--- config.mk ---
export PLATFORM = sky130hd
export DESIGN_NAME = stopwatch_lap_timer_flat
export DESIGN_NICKNAME = d
export VERILOG_FILES = /design/src/rtl/stopwatch_lap_timer_if.sv /design/src/rtl/stopwatch_lap_timer.sv /design/src/flat_wrapper.sv
export SDC_FILE = /design/constraint.sdc
export NUM_CORES = 1
export LEC_CHECK = 0
export ABC_AREA = 1
export ABC_CLOCK_PERIOD_IN_PS = 4200
export CORE_ASPECT_RATIO = 0.7
export CORE_UTILIZATION = 55
export DETAILED_ROUTE_END_ITERATION = 8
export PLACE_DENSITY = 0.8
export SLEW_MARGIN = 40
export SYNTH_ARGS = -nofsm -noshare
export SYNTH_HDL_FRONTEND = slang
export SYNTH_SLANG_ARGS = --single-unit
--- constraint.sdc ---
create_clock -name CLK -period 4.2 [get_ports CLK]
set_input_delay 0.42 -clock CLK [delete_from_list [all_inputs] [get_ports CLK]]
set_output_delay 0.42 -clock CLK [all_outputs]
set_load 0.05 [all_outputs]
--- src/rtl/stopwatch_lap_timer_if.sv ---
// Control and display bundle of the BCD stopwatch with lap hold.
// master drives the controls and reads the display; slave is the timer itself.
interface stopwatch_lap_timer_if;
    logic        Enable;
    logic        Clear;
    logic        Dir;
    logic        Load;
    logic [23:0] Preset;
    logic        Lap;
    logic [3:0]  sec0;
    logic [3:0]  sec1;
    logic [3:0]  min0;
    logic [3:0]  min1;
    logic [3:0]  hr0;
    logic [3:0]  hr1;
    logic        lap_active;
    logic        done;
    logic        wrap;
    logic        load_err;

    modport master (
        output Enable, Clear, Dir, Load, Preset, Lap,
        input  sec0, sec1, min0, min1, hr0, hr1, lap_active, done, wrap, load_err
    );

    modport slave (
        input  Enable, Clear, Dir, Load, Preset, Lap,
        output sec0, sec1, min0, min1, hr0, hr1, lap_active, done, wrap, load_err
    );
endinterface

--- src/rtl/stopwatch_lap_timer.sv ---
// Up/down BCD HH:MM:SS timer with tick prescaler, hour modulus, preset load,
// lap hold and sticky countdown-done flag.
module stopwatch_lap_timer #(
    parameter int unsigned TICKS_PER_SEC = 1,
    parameter int unsigned HR_LIMIT      = 24
) (
    input  logic                  CLK,
    input  logic                  RESET,
    stopwatch_lap_timer_if.slave  bus
);

    typedef struct packed {
        logic [3:0] hr1;
        logic [3:0] hr0;
        logic [3:0] min1;
        logic [3:0] min0;
        logic [3:0] sec1;
        logic [3:0] sec0;
    } bcd_time_t;

    localparam int unsigned     PW      = (TICKS_PER_SEC > 1) ? $clog2(TICKS_PER_SEC) : 1;
    localparam logic [PW-1:0]   TERM    = PW'(TICKS_PER_SEC - 1);
    localparam logic [3:0]      HR_MAX1 = 4'((HR_LIMIT - 1) / 10);
    localparam logic [3:0]      HR_MAX0 = 4'((HR_LIMIT - 1) % 10);
    localparam bcd_time_t       T_MAX   = '{hr1: HR_MAX1, hr0: HR_MAX0,
                                            min1: 4'd5, min0: 4'd9,
                                            sec1: 4'd5, sec0: 4'd9};

    bcd_time_t        live_q, live_d;
    bcd_time_t        hold_q, hold_d;
    logic [PW-1:0]    presc_q, presc_d;
    logic             lap_active_q, lap_active_d;
    logic             done_q, done_d;
    logic             wrap_q, wrap_d;
    logic             load_err_q, load_err_d;
    bcd_time_t        preset;
    bcd_time_t        display;
    logic             tick;
    logic             preset_ok;
    logic [6:0]       preset_hr;

    function automatic bcd_time_t inc_time(input bcd_time_t t);
        bcd_time_t r;
        r = t;
        if (t.sec0 != 4'd9) r.sec0 = t.sec0 + 4'd1;
        else begin
            r.sec0 = 4'd0;
            if (t.sec1 != 4'd5) r.sec1 = t.sec1 + 4'd1;
            else begin
                r.sec1 = 4'd0;
                if (t.min0 != 4'd9) r.min0 = t.min0 + 4'd1;
                else begin
                    r.min0 = 4'd0;
                    if (t.min1 != 4'd5) r.min1 = t.min1 + 4'd1;
                    else begin
                        r.min1 = 4'd0;
                        if (t.hr1 == HR_MAX1 && t.hr0 == HR_MAX0) begin
                            r.hr1 = 4'd0;
                            r.hr0 = 4'd0;
                        end else if (t.hr0 != 4'd9) begin
                            r.hr0 = t.hr0 + 4'd1;
                        end else begin
                            r.hr0 = 4'd0;
                            r.hr1 = t.hr1 + 4'd1;
                        end
                    end
                end
            end
        end
        return r;
    endfunction

    // Saturates at 00:00:00; the hour borrow is only reached with a nonzero total.
    function automatic bcd_time_t dec_time(input bcd_time_t t);
        bcd_time_t r;
        r = t;
        if (t == '0) return r;
        if (t.sec0 != 4'd0) r.sec0 = t.sec0 - 4'd1;
        else begin
            r.sec0 = 4'd9;
            if (t.sec1 != 4'd0) r.sec1 = t.sec1 - 4'd1;
            else begin
                r.sec1 = 4'd5;
                if (t.min0 != 4'd0) r.min0 = t.min0 - 4'd1;
                else begin
                    r.min0 = 4'd9;
                    if (t.min1 != 4'd0) r.min1 = t.min1 - 4'd1;
                    else begin
                        r.min1 = 4'd5;
                        if (t.hr0 != 4'd0) r.hr0 = t.hr0 - 4'd1;
                        else begin
                            r.hr0 = 4'd9;
                            r.hr1 = t.hr1 - 4'd1;
                        end
                    end
                end
            end
        end
        return r;
    endfunction

    assign preset    = bcd_time_t'(bus.Preset);
    assign preset_hr = 7'(preset.hr1) * 7'd10 + 7'(preset.hr0);
    assign preset_ok = (preset.sec0 <= 4'd9) && (preset.sec1 <= 4'd5) &&
                       (preset.min0 <= 4'd9) && (preset.min1 <= 4'd5) &&
                       (preset.hr0  <= 4'd9) && (preset.hr1  <= 4'd9) &&
                       (preset_hr < 7'(HR_LIMIT));
    assign tick      = bus.Enable && (presc_q == TERM);

    // NOTE: every _d gets its hold value first so no path through this block infers a latch.
    always_comb begin
        live_d       = live_q;
        hold_d       = hold_q;
        presc_d      = presc_q;
        lap_active_d = lap_active_q;
        done_d       = done_q;
        wrap_d       = 1'b0;
        load_err_d   = 1'b0;

        // Lap snapshots the count as it stood before this edge's tick.
        if (bus.Lap && !bus.Clear) begin
            if (!lap_active_q) begin
                hold_d       = live_q;
                lap_active_d = 1'b1;
            end else begin
                lap_active_d = 1'b0;
            end
        end

        if (bus.Clear) begin
            live_d       = '0;
            presc_d      = '0;
            done_d       = 1'b0;
            lap_active_d = 1'b0;
        end else if (bus.Load) begin
            if (preset_ok) begin
                live_d  = preset;
                presc_d = '0;
                done_d  = 1'b0;
            end else begin
                load_err_d = 1'b1;
            end
        end else if (bus.Enable) begin
            presc_d = tick ? '0 : presc_q + 1'b1;
            if (tick) begin
                if (!bus.Dir) begin
                    live_d = inc_time(live_q);
                    wrap_d = (live_q == T_MAX);
                end else begin
                    live_d = dec_time(live_q);
                    if (live_d == '0) done_d = 1'b1;
                end
            end
        end
    end

    // NOTE: state registers use non-blocking assignments so every flop samples pre-edge values.
    always_ff @(posedge CLK or posedge RESET) begin
        if (RESET) begin
            live_q       <= '0;
            hold_q       <= '0;
            presc_q      <= '0;
            lap_active_q <= 1'b0;
            done_q       <= 1'b0;
            wrap_q       <= 1'b0;
            load_err_q   <= 1'b0;
        end else begin
            live_q       <= live_d;
            hold_q       <= hold_d;
            presc_q      <= presc_d;
            lap_active_q <= lap_active_d;
            done_q       <= done_d;
            wrap_q       <= wrap_d;
            load_err_q   <= load_err_d;
        end
    end

    assign display        = lap_active_q ? hold_q : live_q;
    assign bus.sec0       = display.sec0;
    assign bus.sec1       = display.sec1;
    assign bus.min0       = display.min0;
    assign bus.min1       = display.min1;
    assign bus.hr0        = display.hr0;
    assign bus.hr1        = display.hr1;
    assign bus.lap_active = lap_active_q;
    assign bus.done       = done_q;
    assign bus.wrap       = wrap_q;
    assign bus.load_err   = load_err_q;

endmodule

--- src/flat_wrapper.sv ---
// flat-port wrapper written by rule: the top's interface ports become plain ports
module stopwatch_lap_timer_flat 
#(
    parameter int unsigned TICKS_PER_SEC = 1,
    parameter int unsigned HR_LIMIT      = 24
)
  (CLK, RESET, bus_Enable, bus_Clear, bus_Dir, bus_Load, bus_Preset, bus_Lap, bus_sec0, bus_sec1, bus_min0, bus_min1, bus_hr0, bus_hr1, bus_lap_active, bus_done, bus_wrap, bus_load_err);
  stopwatch_lap_timer_if bus_i ();
  input  logic CLK;
  input  logic RESET;
  input wire logic [$bits(bus_i.Enable)-1:0] bus_Enable;
  input wire logic [$bits(bus_i.Clear)-1:0] bus_Clear;
  input wire logic [$bits(bus_i.Dir)-1:0] bus_Dir;
  input wire logic [$bits(bus_i.Load)-1:0] bus_Load;
  input wire logic [$bits(bus_i.Preset)-1:0] bus_Preset;
  input wire logic [$bits(bus_i.Lap)-1:0] bus_Lap;
  output wire logic [$bits(bus_i.sec0)-1:0] bus_sec0;
  output wire logic [$bits(bus_i.sec1)-1:0] bus_sec1;
  output wire logic [$bits(bus_i.min0)-1:0] bus_min0;
  output wire logic [$bits(bus_i.min1)-1:0] bus_min1;
  output wire logic [$bits(bus_i.hr0)-1:0] bus_hr0;
  output wire logic [$bits(bus_i.hr1)-1:0] bus_hr1;
  output wire logic [$bits(bus_i.lap_active)-1:0] bus_lap_active;
  output wire logic [$bits(bus_i.done)-1:0] bus_done;
  output wire logic [$bits(bus_i.wrap)-1:0] bus_wrap;
  output wire logic [$bits(bus_i.load_err)-1:0] bus_load_err;
  assign bus_i.Enable = bus_Enable;
  assign bus_i.Clear = bus_Clear;
  assign bus_i.Dir = bus_Dir;
  assign bus_i.Load = bus_Load;
  assign bus_i.Preset = bus_Preset;
  assign bus_i.Lap = bus_Lap;
  assign bus_sec0 = bus_i.sec0;
  assign bus_sec1 = bus_i.sec1;
  assign bus_min0 = bus_i.min0;
  assign bus_min1 = bus_i.min1;
  assign bus_hr0 = bus_i.hr0;
  assign bus_hr1 = bus_i.hr1;
  assign bus_lap_active = bus_i.lap_active;
  assign bus_done = bus_i.done;
  assign bus_wrap = bus_i.wrap;
  assign bus_load_err = bus_i.load_err;
  stopwatch_lap_timer #(.TICKS_PER_SEC(TICKS_PER_SEC), .HR_LIMIT(HR_LIMIT)) u_core (.CLK(CLK), .RESET(RESET), .bus(bus_i));
endmodule
======== Word level (Yosys, flattened, before mapping) ========
Index checks and enable logic that the tools add are counted.
word-level totals
  register bits ........................... 53
  input bits .............................. 31
  output and inout port bits .............. 28
cells by class
  bitwise gates (word level) .............. 1
  reductions and logical operators ........ 30
  equal/unequal tests ..................... 14
  magnitude comparators ................... 7
  multipliers ............................. 1
  muxes and demuxes ....................... 63
  add/subtract/negate cells ............... 14
operators by type and width
  cell                                                        number
  two-way mux 24 bit                                          14
  zero test 24 bit                                            2
  two-way mux 4 bit                                           12
  two-way mux 20 bit                                          2
  two-way mux 16 bit                                          2
  two-way mux 1 bit                                           28
  != test 4 bit, second input constant                        7
  adder 4 x 1 -> 4 bit, second input constant                 6
  equality test 24 x 22 -> 1 bit, second input constant       1
  two-way mux 12 bit                                          2
  two-way mux 8 bit                                           3
  subtractor 4 x 1 -> 4 bit, second input constant            6
  nonzero test 4 bit                                          5
  <= comparator 4 bit, second input constant                  4
  nonzero test 3 bit                                          4
  AND reduction 5 bit                                         2
  logical AND 1 bit                                           9
  equality test 4 x 2 -> 1 bit, second input constant         2
  <= comparator 4 x 3 -> 1 bit, second input constant         2
  != test 4 x 3 -> 1 bit, second input constant               2
  AND reduction 8 bit                                         1
  adder 7 x 4 -> 7 bit                                        1
  less-than comparator 7 x 5 -> 1 bit, second input constant  1
  AND reduction 7 bit                                         1
  11 further kinds                                            11

======== Logic depth before layout (Yosys ltp) ========
Gate-level depths: netlist of run 1.
  depth in word-level cells ............... 20
  gate-level depth with buffers ........... 17

======== Worst setup path before layout of run 1 ========
OpenSTA, ideal clock, no wires.
  path kind ............................... reg-to-output
  start point ............................. register u_core.lap_active_q (netlist: u_core.bus.lap_active)
  end point ............................... output port bus_hr0[3]
  path buffers ............................ 1
  stages on the path, launching flop included .. 4
  arrival ................................. 2096 ps
  slack ................................... 1684 ps
  cell sequence ........................... dfrtp_1 -> clkbuf_1 -> inv_1 -> o21ai_0
on the way
  word-level cells in the longest chain between the ends .. 1
ends and longest elaborated chain
  element                   line                        source
  start: declaration        stopwatch_lap_timer.sv:32   logic lap_active_q, lap_active_d;
  start signal: assignment  stopwatch_lap_timer.sv:171  lap_active_q <= lap_active_d;
  two-way mux 24 bit        stopwatch_lap_timer.sv:178  assign display = lap_active_q ? hold_q : live_q;
  end: declaration          flat_wrapper.sv:21          output wire logic [$bits(bus_i.hr0)-1:0] bus_hr0;
Every way passes these cells.

======== Final worst setup path of run 1 ========
  start point ............................. input port bus_Preset[21]
  end point ............................... register u_core.live_q[23] in the netlist's numbering
on the way
  word-level cells in the longest chain between the ends .. 6
  elaborated cells on any way between the ends .. 8
  classes of those cells .................. 1 x add/sub; 1 x mul; 2 x order compare; 1 x eq/ne; 3 x reduce/logical
ends and longest elaborated chain
  element                              line                        source
  start: declaration                   flat_wrapper.sv:15          input wire logic [$bits(bus_i.Preset)-1:0] bus_Preset;
  multiplier 4 x 3 -> 6 bit            stopwatch_lap_timer.sv:103  assign preset_hr = 7'(preset.hr1) * 7'd10 + 7'(preset.hr0);
  adder 7 x 4 -> 7 bit                 stopwatch_lap_timer.sv:103
  less-than comparator 7 x 5 -> 1 bit  stopwatch_lap_timer.sv:107  (preset_hr < 7'(HR_LIMIT));
  logical AND 1 bit *                  stopwatch_lap_timer.sv:106  (preset.hr0 <= 4'd9) && (preset.hr1 <= 4'd9) &&
  != test 3 x 2 -> 1 bit (no line) *   --
  AND reduction 8 bit (no line) *      --
  end signal: assignment               stopwatch_lap_timer.sv:168  live_q <= live_d;
  end: declaration                     stopwatch_lap_timer.sv:29   bcd_time_t live_q, live_d;
Mark *: on every way between the ends. The rest lies on a longest branch, timed or not.
A chain may end at the register's enable or synchronous reset.

==> results of run 1 <==
-- registers in the layout, indices dropped and copies added (netlist names) --
signal                 cells
u_core.live_q             24
u_core.bus.load_err        1
u_core.bus.lap_active      1
u_core.bus.done            1
u_core.bus.wrap            1
u_core.hold_q             24
u_core.presc_q             1
-- cell type report --
cell class | instances | area, um2
multi-input cells | 475 | 2550
repair buffers | 62 | 611
flip-flops and latches | 53 | 1330
clock buffers | 6 | 82.6
inverters | 77 | 290
fillers | 660 | 2390
clock inverters | 2 | 17.5
well taps | 98 | 123
-- synthesized netlist by cell type (2+ instances only) --
master | number | area share, %
nand2_1 | 155 | 14
inv_1 | 71 | 6.3
o21ai_0 | 66 | 7.8
nor2_1 | 56 | 4.9
dfrtp_1 | 53 | 31
nand3_1 | 38 | 4.5
a21oi_1 | 25 | 2.9
ha_1 | 16 | 4.7
clkbuf_1 | 13 | 1.1
nand4_1 | 13 | 1.9
o21ai_1 | 10 | 1.2
o211ai_1 | 9 | 1.6
a22oi_1 | 8 | 1.4
nand2_2 | 8 | 1.2
nor3_1 | 7 | 0.82
nor2_4 | 6 | 1.6
o221ai_1 | 6 | 1.2
o22ai_1 | 6 | 0.88
xor2_1 | 6 | 1.2
a31oi_1 | 5 | 0.74
nor2_2 | 5 | 0.74
inv_2 | 4 | 0.35
buf_2 | 3 | 0.35
nand2_4 | 3 | 0.79
nand3b_1 | 3 | 0.53
nor4_1 | 3 | 0.44
o2111ai_1 | 3 | 0.62
xnor2_1 | 3 | 0.62
a21boi_0 | 2 | 0.35
buf_6 | 2 | 0.53
nand3_2 | 2 | 0.47
nor2_8 | 2 | 0.94
nor3_2 | 2 | 0.47
-- critical path: cells and delay by family --
kind | cells | cell delay, ns
xor gates and xnor gates | 1 | 0.19
AOI/OAI and AO/OA | 2 | 0.23
and+or+nand+nor | 8 | 0.98
buffers and inverters | 2 | 0.52
adders and majority gates | 3 | 0.82
-- cell families after synthesis --
logic type | count (synthesis) | synth area share (%)
adders and majority gates | 17 | 5.18
buffers and inverters | 96 | 8.94
DFF | 53 | 31.2
AOI/OAI and AO/OA | 143 | 19.3
xor gates and xnor gates | 9 | 1.85
and+or+nand+nor | 305 | 33.3
muxes | 1 | 0.235
-- worst max-delay path by stage --
stage                               start  slack (ns)  cells after the start           endpoint
global route               bus_Preset[23]        1.07                     16  u_core.live_q[23]
CTS                        bus_Preset[23]        1.28                     16  u_core.live_q[23]
global placement           bus_Preset[23]        1.00                     16  u_core.live_q[23]
floorplan           u_core.bus.lap_active        1.68                      3         bus_hr0[3]
detailed placement         bus_Preset[23]        0.95                     16  u_core.live_q[23]
finish                     bus_Preset[21]        1.24                     16  u_core.live_q[23]
-- power breakdown --
group | leakage (uW) | switching, uW | internal [uW]
combinational | 0.00156 | 618 | 292
sequential | 0.000677 | 85.2 | 592
clock | 0.0000518 | 187 | 138
total | 0.00229 | 890 | 1020
-- through the flow --
stage / hold WS [ns] / cell area [um2] / instances / worst slack (ns)
after floorplan: 0.450 / 4250 / 624 / 1.68
after global placement: 0.465 / 4900 / 765 / 1.00
after detailed placement: 0.474 / 4900 / 765 / 0.951
after CTS: 0.498 / 5000 / 773 / 1.28
after global routing: 0.528 / 5000 / 773 / 1.07
final: 0.495 / 5000 / 773 / 1.24
-- layer usage --
metal / global-route usage, % / vias up / wire, um
met5: 0 / - / 0
met4: 10.0 / 0 / 272
met3: 4.19 / 31 / 1060
met2: 51.1 / 235 / 5650
met1: 47.2 / 2083 / 5770
li1: - / 2185 / -
==> flow_summary_export.csv, run 1 <==
group,metric,value,unit
outcome,status,"complete, no violations",
cts,cts.repair.resized,0,
routing,drt_iter0_markers,528,
critical_path,worstSetupStartpointType,"input port",
synthesis,synth-edff-count,0,
synthesis,yosys_register_bits,53,
synthesis,ys_seq_area_share,31.2,%
layout,final_cell_mix,"nand2_1 (155), inv_1 (70), o21ai_0 (66)",
timing,setup_tns,0,ns
routing,drc,0,
routing,ant_nets,0,
layout,fin_util,67.7,%
cts,cts_sinks,53,
layout,drive_above_1_share,7.26,%
cts,clock-root-buffer,"clkbuf_8",
critical_path,worstSetupPathType,"input port to flip-flop",
routing,dr_total_vias,4534,
run,maxCapViolCount,0,
power_and_ir_drop,ir_worst_vdd,0.219,mV
timing,finalCriticalPeriod,2.96,ns
layout,final_common_cell,"nand2_1",
routing,routedWlPerCell,16.5,um
placement,hpwl,9.70,mm
critical_path,crit_chain,"clkdlybuf4s50_1 -> ha_1 -> ha_1 -> inv_1 -> fa_1 -> xnor2_1 -> nand2_1 -> o21ai_1 -> nand3_1 -> nand2_2 -> nand2_4 -> nor2_4 -> nand2_4 -> nor2_8 -> nand2_1 -> o21a_1",
synthesis,synth-main-ff-cell,"dfrtp_1",
cts,cts-buffers-inserted,5,
timing,max_slew_margin,47.3,%
synthesis,yosysWarnings,0,
routing,wl,12.8,mm
cts,cts_tree,"yes",
power_and_ir_drop,power.leakage,0.00229,uW
grt,grt_overflow,0,
timing,tightest_slew,0.789,ns
floorplan,die_area,8090,um2
hold_path,hold_path_class,"input port to async pin",
grt,grt_first_pass_wirelength,20.3,mm
cts,cts_max_path_buffers,2,
timing,finClkSkew,0.0105,ns
timing,finalCritPeriodShare,70.4,%
timing,fmax,338,MHz
critical_path,cp_max_fo,9,
layout,area_delta_synth_final,17.5,%
critical_path,regToRegStartpoint,"u_core.live_q[0]",
critical_path,worst-r2r-cell-count,14,
synthesis,synthCells,624,
placement,place.port_buffers,58,
synthesis,synth.distinct_cells,43,
layout,nets,722,
grt,antenna_found_initial,0,
routing,first_pass_iters,6,
floorplan,die_width,107,um
cts,clk-insertion-delay-late,0.31,ns
synthesis,syn-num-nets,672,
floorplan,start_util,57.6,%
critical_path,r2r_end,"u_core.bus.done",
grt,track_usage,32.5,%
critical_path,slowest_delay,0.47,ns
cts,post_cts_buffers,0,
synthesis,syn_area,4250,um2
floorplan,fp.coreArea,7380,um2
timing,rsz0062_at_grt,"false",
critical_path,crit_required,4.41,ns
power_and_ir_drop,p_total,1910,uW
grt,grt_max_degree,45,
synthesis,synthArstFlopShare,100,%
timing,hold_viol_final,0,
placement,gp_congestion,0.967,
cts,cts_hold_buf,0,
timing,maxSlewViolCount,0,
cts,htree_num_levels,2,
power_and_ir_drop,p_per_area,383,nW/um2
floorplan,die_h,75.6,um
routing,via_per_inst,5.87,
critical_path,endpoint_kind,"flip-flop",
floorplan,io_pins,59,
critical_path,cp.arrival,3.17,ns
floorplan,num_rows,26,
layout,antenna_cells,0,
grt,first_global_vias,4031,
cts,clk_pin_slew,0.11,ns
critical_path,critPathSlowestCell,"clkdlybuf4s50_1",
synthesis,synth.avg_cell_area,6.82,um2
timing,setup_viol,0,
critical_path,reg2reg_slack,1.56,ns
No activity file was read; power rests on OpenSTA's default activity.
==> run 2: changes to the inputs <==
ABC_CLOCK_PERIOD_IN_PS = 2800   (was 4200)
clock period = 2.8 ns   (was 4.2 ns; I/O delays follow)
==> flow_summary_export.csv, run 2 (synthesis results as in run 1) <==
group,metric,value,unit
routing,via_per_inst,5.96,
timing,rsz0062_at_grt,"false",
routing,wl_met2,5.87,mm
critical_path,worstSetupPathType,"input port to flip-flop",
power_and_ir_drop,clockPowerShare,18.3,%
placement,gp_congestion,1.02,
timing,finalCritPeriodShare,93.2,%
cts,clk-insertion-delay-late,0.31,ns
power_and_ir_drop,seqPwrFrac,34.2,%
layout,final_common_cell,"nand2_1",
power_and_ir_drop,p_per_area,579,nW/um2
power_and_ir_drop,power_switching,1370,uW
cts,clock-root-buffer,"clkbuf_8",
outcome,status,"complete, no violations",
timing,maxSlewViolCount,0,
timing,finClkSkew,0.00489,ns
critical_path,worst-r2r-cell-count,4,
critical_path,cp.arrival,2.82,ns
cts,cts_tree,"yes",
critical_path,r2r_end,"u_core.hold_q[0]",
layout,drive_above_1_share,12.6,%
critical_path,endpoint_kind,"flip-flop",
floorplan,die_width,107,um
power_and_ir_drop,p_int,1630,uW
routing,wl_met3,1.29,mm
layout,antenna_cells,0,
critical_path,regToRegStartpoint,"u_core.bus.lap_active",
routing,wl_met1,5.81,mm
critical_path,cp_max_fo,8,
critical_path,slowest_delay,0.45,ns
grt,grt_max_degree,33,
floorplan,start_util,57.6,%
floorplan,num_rows,26,
timing,setup_ws,0.191,ns
timing,setup_viol,0,
timing,finalCriticalPeriod,2.61,ns
timing,fmax,383,MHz
cts,htree_num_levels,2,
cts,cts.repair.resized,0,
placement,dp_slack,-0.138,ns
floorplan,fp.coreArea,7380,um2
critical_path,reg2reg_slack,0.33,ns
cts,cts_hold_buf,0,
floorplan,die_h,75.6,um
grt,first_global_vias,4222,
run,maxCapViolCount,0,
routing,dr_total_vias,4731,
cts,post_cts_buffers,0,
power_and_ir_drop,combPwrFrac,47.4,%
critical_path,critPathSlowestCell,"clkdlybuf4s50_1",
layout,area_delta_synth_final,21.7,%
layout,top_regs,"u_core.hold_q (24), u_core.live_q (24)",
routing,first_pass_iters,5,
grt,grt_first_pass_wirelength,21.0,mm
layout,final_cell_mix,"nand2_1 (155), inv_1 (69), o21ai_0 (66)",
timing,tightest_slew,0.763,ns
routing,routedWlPerCell,16.8,um
grt,track_usage,33.7,%
grt,antenna_found_initial,0,
placement,hpwl,10.3,mm
power_and_ir_drop,power.leakage,0.00243,uW
power_and_ir_drop,ir_worst_vdd,0.389,mV
routing,ant_nets,0,
routing,drt_iter0_markers,432,
cts,clk_pin_slew,0.10,ns
timing,hold_viol_final,0,
power_and_ir_drop,power.share.switching,45.6,%
grt,grt_overflow,0,
layout,fin_util,70.1,%
critical_path,crit_chain,"clkdlybuf4s50_1 -> ha_1 -> ha_1 -> inv_1 -> fa_1 -> xnor2_1 -> nand2_1 -> o21ai_1 -> nand3_1 -> nand2_2 -> nand2_4 -> nor2_4 -> nand2_4 -> nor2_8 -> nand2_1 -> o21a_1",
layout,nets,744,
critical_path,crit_required,3.01,ns
critical_path,worstSetupStartpointType,"input port",
routing,drc,0,
floorplan,io_pins,59,
routing,top_layer,"met4",
hold_path,hold_path_class,"input port to async pin",
cts,cts_sinks,53,
routing,wl,13.3,mm
floorplan,die_area,8090,um2
timing,max_slew_margin,48.8,%
placement,place.port_buffers,58,
cts,cts_max_path_buffers,2,
cts,cts-buffers-inserted,5,
run 2: changes by cell type in the layout (fill, tap and decap cells not counted):
cell | before | now
bufinv_16 | 0 | 1
buf_12 | 0 | 4
inv_1 | 70 | 69
clkinv_4 | 1 | 0
clkinv_1 | 1 | 2
clkbuf_8 | 6 | 5
clkdlybuf4s50_1 | 58 | 40
buf_4 | 4 | 40
run 2: critical path, delay by kind of cell:
family | cells | cell delay [ns]
XOR/XNOR | 1 | 0.21
buffers and inverters | 2 | 0.50
AO/OA/AOI/OAI | 2 | 0.25
AND/OR/NAND/NOR | 8 | 0.76
adder cells (fa/ha/maj) | 3 | 0.82
run 2: how the worst max path moves through the flow:
| stage | from | to | slack, ns | cells past startpoint |
|---|---|---|---|---|
| after floorplan | u_core.bus.lap_active | bus_hr0[3] | 0.42 | 3 |
| after global placement | bus_Preset[21] | u_core.live_q[23] | -0.02 | 16 |
| after detailed placement | bus_Preset[21] | u_core.live_q[23] | -0.14 | 16 |
| after CTS | bus_Preset[21] | u_core.live_q[23] | 0.20 | 16 |
| after global routing | u_core.bus.lap_active | u_core.hold_q[13] | 0.03 | 4 |
| final | bus_Preset[21] | u_core.live_q[23] | 0.19 | 16 |
run 2: per-layer routing:
metal  vias to the layer above  GRT usage, %
li1                       2228             -
met1                      2199          45.2
met2                       259          55.7
met3                        45          6.67
met4                         0          11.0
met5                         -             0
run 2: power by group through the flow:
stage / logic (uW) / clock network, uW / registers [uW]
floorplan: 977 / 0 / 990
global placement: 1370 / 0 / 1030
detailed placement: 1390 / 0 / 1040
CTS: 1400 / 549 / 1020
global route: 1540 / 572 / 1040
finish: 1420 / 550 / 1030
run 2: final cells by class:
class | count | area [um2]
sequential | 53 | 1330
tap | 98 | 123
inverter | 77 | 290
clock inverter | 2 | 38.8
fill | 647 | 2210
clock buffer | 5 | 68.8
multi-input combinational | 475 | 2550
timing repair buffer | 84 | 781
run 2: through the flow:
step                      hold slack, ns  cell area, um2  instances  TNS, ns  power (uW)
after floorplan                    0.450            4250        624        0        1970
after global placement             0.462            5070        787  -0.0166        2400
after detailed placement           0.460            5070        787    -1.18        2430
after CTS                          0.126            5170        794        0        2970
after global routing               0.150            5170        794        0        3150
final                              0.128            5170        794        0        3000
==> run 3: changes to the inputs <==
ABC_CLOCK_PERIOD_IN_PS = 2300   (was 2800)
CAP_MARGIN = 15   (was default)
CORE_UTILIZATION = 51   (was 55)
CTS_CLUSTER_DIAMETER = 150   (was default)
PLACE_DENSITY = 0.78   (was 0.8)
clock period = 2.3 ns   (was 2.8 ns; I/O delays follow)
==> flow_summary_export.csv, run 3 (synthesis results as in run 1) <==
group,metric,value,unit
critical_path,cp_max_fo,8,
timing,setup_viol,0,
timing,hold_viol_final,0,
placement,placed_area,5570,um2
timing,setup_tns,0,ns
grt,antenna_found_initial,0,
routing,via_per_inst,5.77,
layout,final_cell_mix,"nand2_1 (155), inv_1 (68), o21ai_0 (65)",
routing,wl_met3,1.21,mm
floorplan,num_rows,27,
timing,setup_ws,0.122,ns
grt,first_global_vias,4603,
timing,finClkSkew,0.00689,ns
floorplan,start_util,53.3,%
floorplan,fp.coreArea,7970,um2
cts,clock-root-buffer,"clkbuf_16",
placement,place.port_buffers,58,
critical_path,worstSetupPathType,"input port to flip-flop",
layout,area_delta_synth_final,37.0,%
floorplan,die_h,78.4,um
routing,wl,13.9,mm
layout,top_regs,"u_core.hold_q (24), u_core.live_q (24)",
timing,finalCriticalPeriod,2.18,ns
critical_path,slowest_delay,0.46,ns
routing,dr_total_vias,4793,
layout,fillers,666,
layout,antenna_cells,0,
routing,wl_met1,5.84,mm
routing,wl_met2,6.40,mm
layout,drive_above_1_share,20.3,%
critical_path,worstSetupStartpointType,"input port",
routing,ant_nets,0,
placement,gp_congestion,0.976,
timing,fmax,459,MHz
timing,maxSlewViolCount,0,
routing,first_pass_iters,8,
cts,clk-insertion-delay-late,0.30,ns
layout,finish.instance_area,5830,um2
routing,drt_iter0_markers,466,
layout,nets,776,
power_and_ir_drop,p_total,4110,uW
power_and_ir_drop,power.leakage,0.00274,uW
hold_path,hold_path_class,"input port to async pin",
critical_path,crit_chain,"clkdlybuf4s50_1 -> ha_1 -> a21oi_2 -> nand2_1 -> nand2_1 -> nand2_1 -> o21ai_1 -> nand3_1 -> nand2_2 -> nand2_4 -> nor2_4 -> nand2_4 -> nor2_8 -> nand2_1 -> o21a_1",
floorplan,die_width,111,um
grt,track_usage,33.8,%
cts,cts_max_path_buffers,2,
grt,grt_first_pass_wirelength,23.0,mm
outcome,violations,"DRC",
power_and_ir_drop,p_per_area,706,nW/um2
timing,finalCritPeriodShare,94.7,%
cts,cts_tree,"yes",
timing,tightest_slew,0.559,ns
cts,cts_hold_buf,0,
cts,cts-buffers-inserted,5,
cts,cts_sinks,53,
critical_path,critPathSlowestCell,"clkdlybuf4s50_1",
outcome,status,"finished with violations",
placement,hpwl,10.7,mm
layout,final_common_cell,"nand2_1",
routing,drc,10,
routing,routedWlPerCell,16.7,um
placement,dp_slack,-0.595,ns
critical_path,endpoint_kind,"flip-flop",
routing,top_layer,"met4",
critical_path,crit_required,2.49,ns
timing,max_slew_margin,62.7,%
power_and_ir_drop,ir_worst_vdd,0.536,mV
timing,hold-worst-slack,0.315,ns
cts,htree_num_levels,2,
critical_path,cp_common_cell,"nand2_1",
cts,clk_pin_slew,0.07,ns
floorplan,io_pins,59,
run,maxCapViolCount,0,
grt,grt_max_degree,35,
critical_path,cp.arrival,2.36,ns
floorplan,die_area,8710,um2
grt,grt_overflow,0,
-- run 3: critical path, delay by kind of cell --
kind / cells / cell delay, ns
AO/OA/AOI/OAI: 3 / 0.36
buffers and inverters: 1 / 0.46
adder cells (fa/ha/maj): 1 / 0.36
AND/OR/NAND/NOR: 10 / 0.95
-- run 3: metal layers --
layer | track usage [%] | up-vias
li1 | - | 2297
met1 | 44.8 | 2211
met2 | 55.9 | 246
met3 | 6.10 | 39
met4 | 12.3 | 0
met5 | 0 | -
-- run 3: path summary, 6_finish.rpt --
| check | to | slack [ns] | from | cells after the start |
|---|---|---|---|---|
| max | u_core.live_q[23] | 0.12 | bus_Preset[19] | 15 |
| min | u_core.hold_q[8] | 0.31 | RESET | 2 |
| max reg2reg | u_core.live_q[16] | 0.13 | u_core.live_q[13] | 10 |
| min reg2reg | u_core.hold_q[4] | 0.48 | u_core.hold_q[4] | 2 |
| max in group asynchronous | u_core.live_q[16] | 1.41 | RESET | 3 |
| min in group CLK | u_core.hold_q[4] | 0.48 | u_core.hold_q[4] | 2 |
-- run 3: layout make-up --
| cell class | instances | area (um2) | share of cell area [%] |
|---|---|---|---|
| clock buffer | 6 | 139 | 2.38 |
| clock inverter | 2 | 13.8 | 0.236 |
| inverter | 77 | 290 | 4.98 |
| multi-input combinational | 475 | 2630 | 45.1 |
| sequential | 53 | 1330 | 22.8 |
| tap | 101 | 126 | 2.17 |
| timing repair buffer | 116 | 1300 | 22.3 |
-- run 3: power breakdown --
part | internal (uW) | total (uW) | switching [uW]
Clock | 434 | 786 | 352
Combinational | 843 | 2130 | 1280
Sequential | 1080 | 1200 | 118
-- run 3: repair_timing --
action	in CTS	in global routing
pin swaps	11	8
setup endpoints to repair	24	21
gates cloned	0	0
gates resized for setup	16	20
setup buffers	3	2
-- run 3: through the flow --
step / cells / utilization (%)
global placement: 817 / 69.8
detailed placement: 817 / 69.8
global route: 830 / 73.1
finish: 830 / 73.1
CTS: 828 / 72.1
floorplan: 624 / -
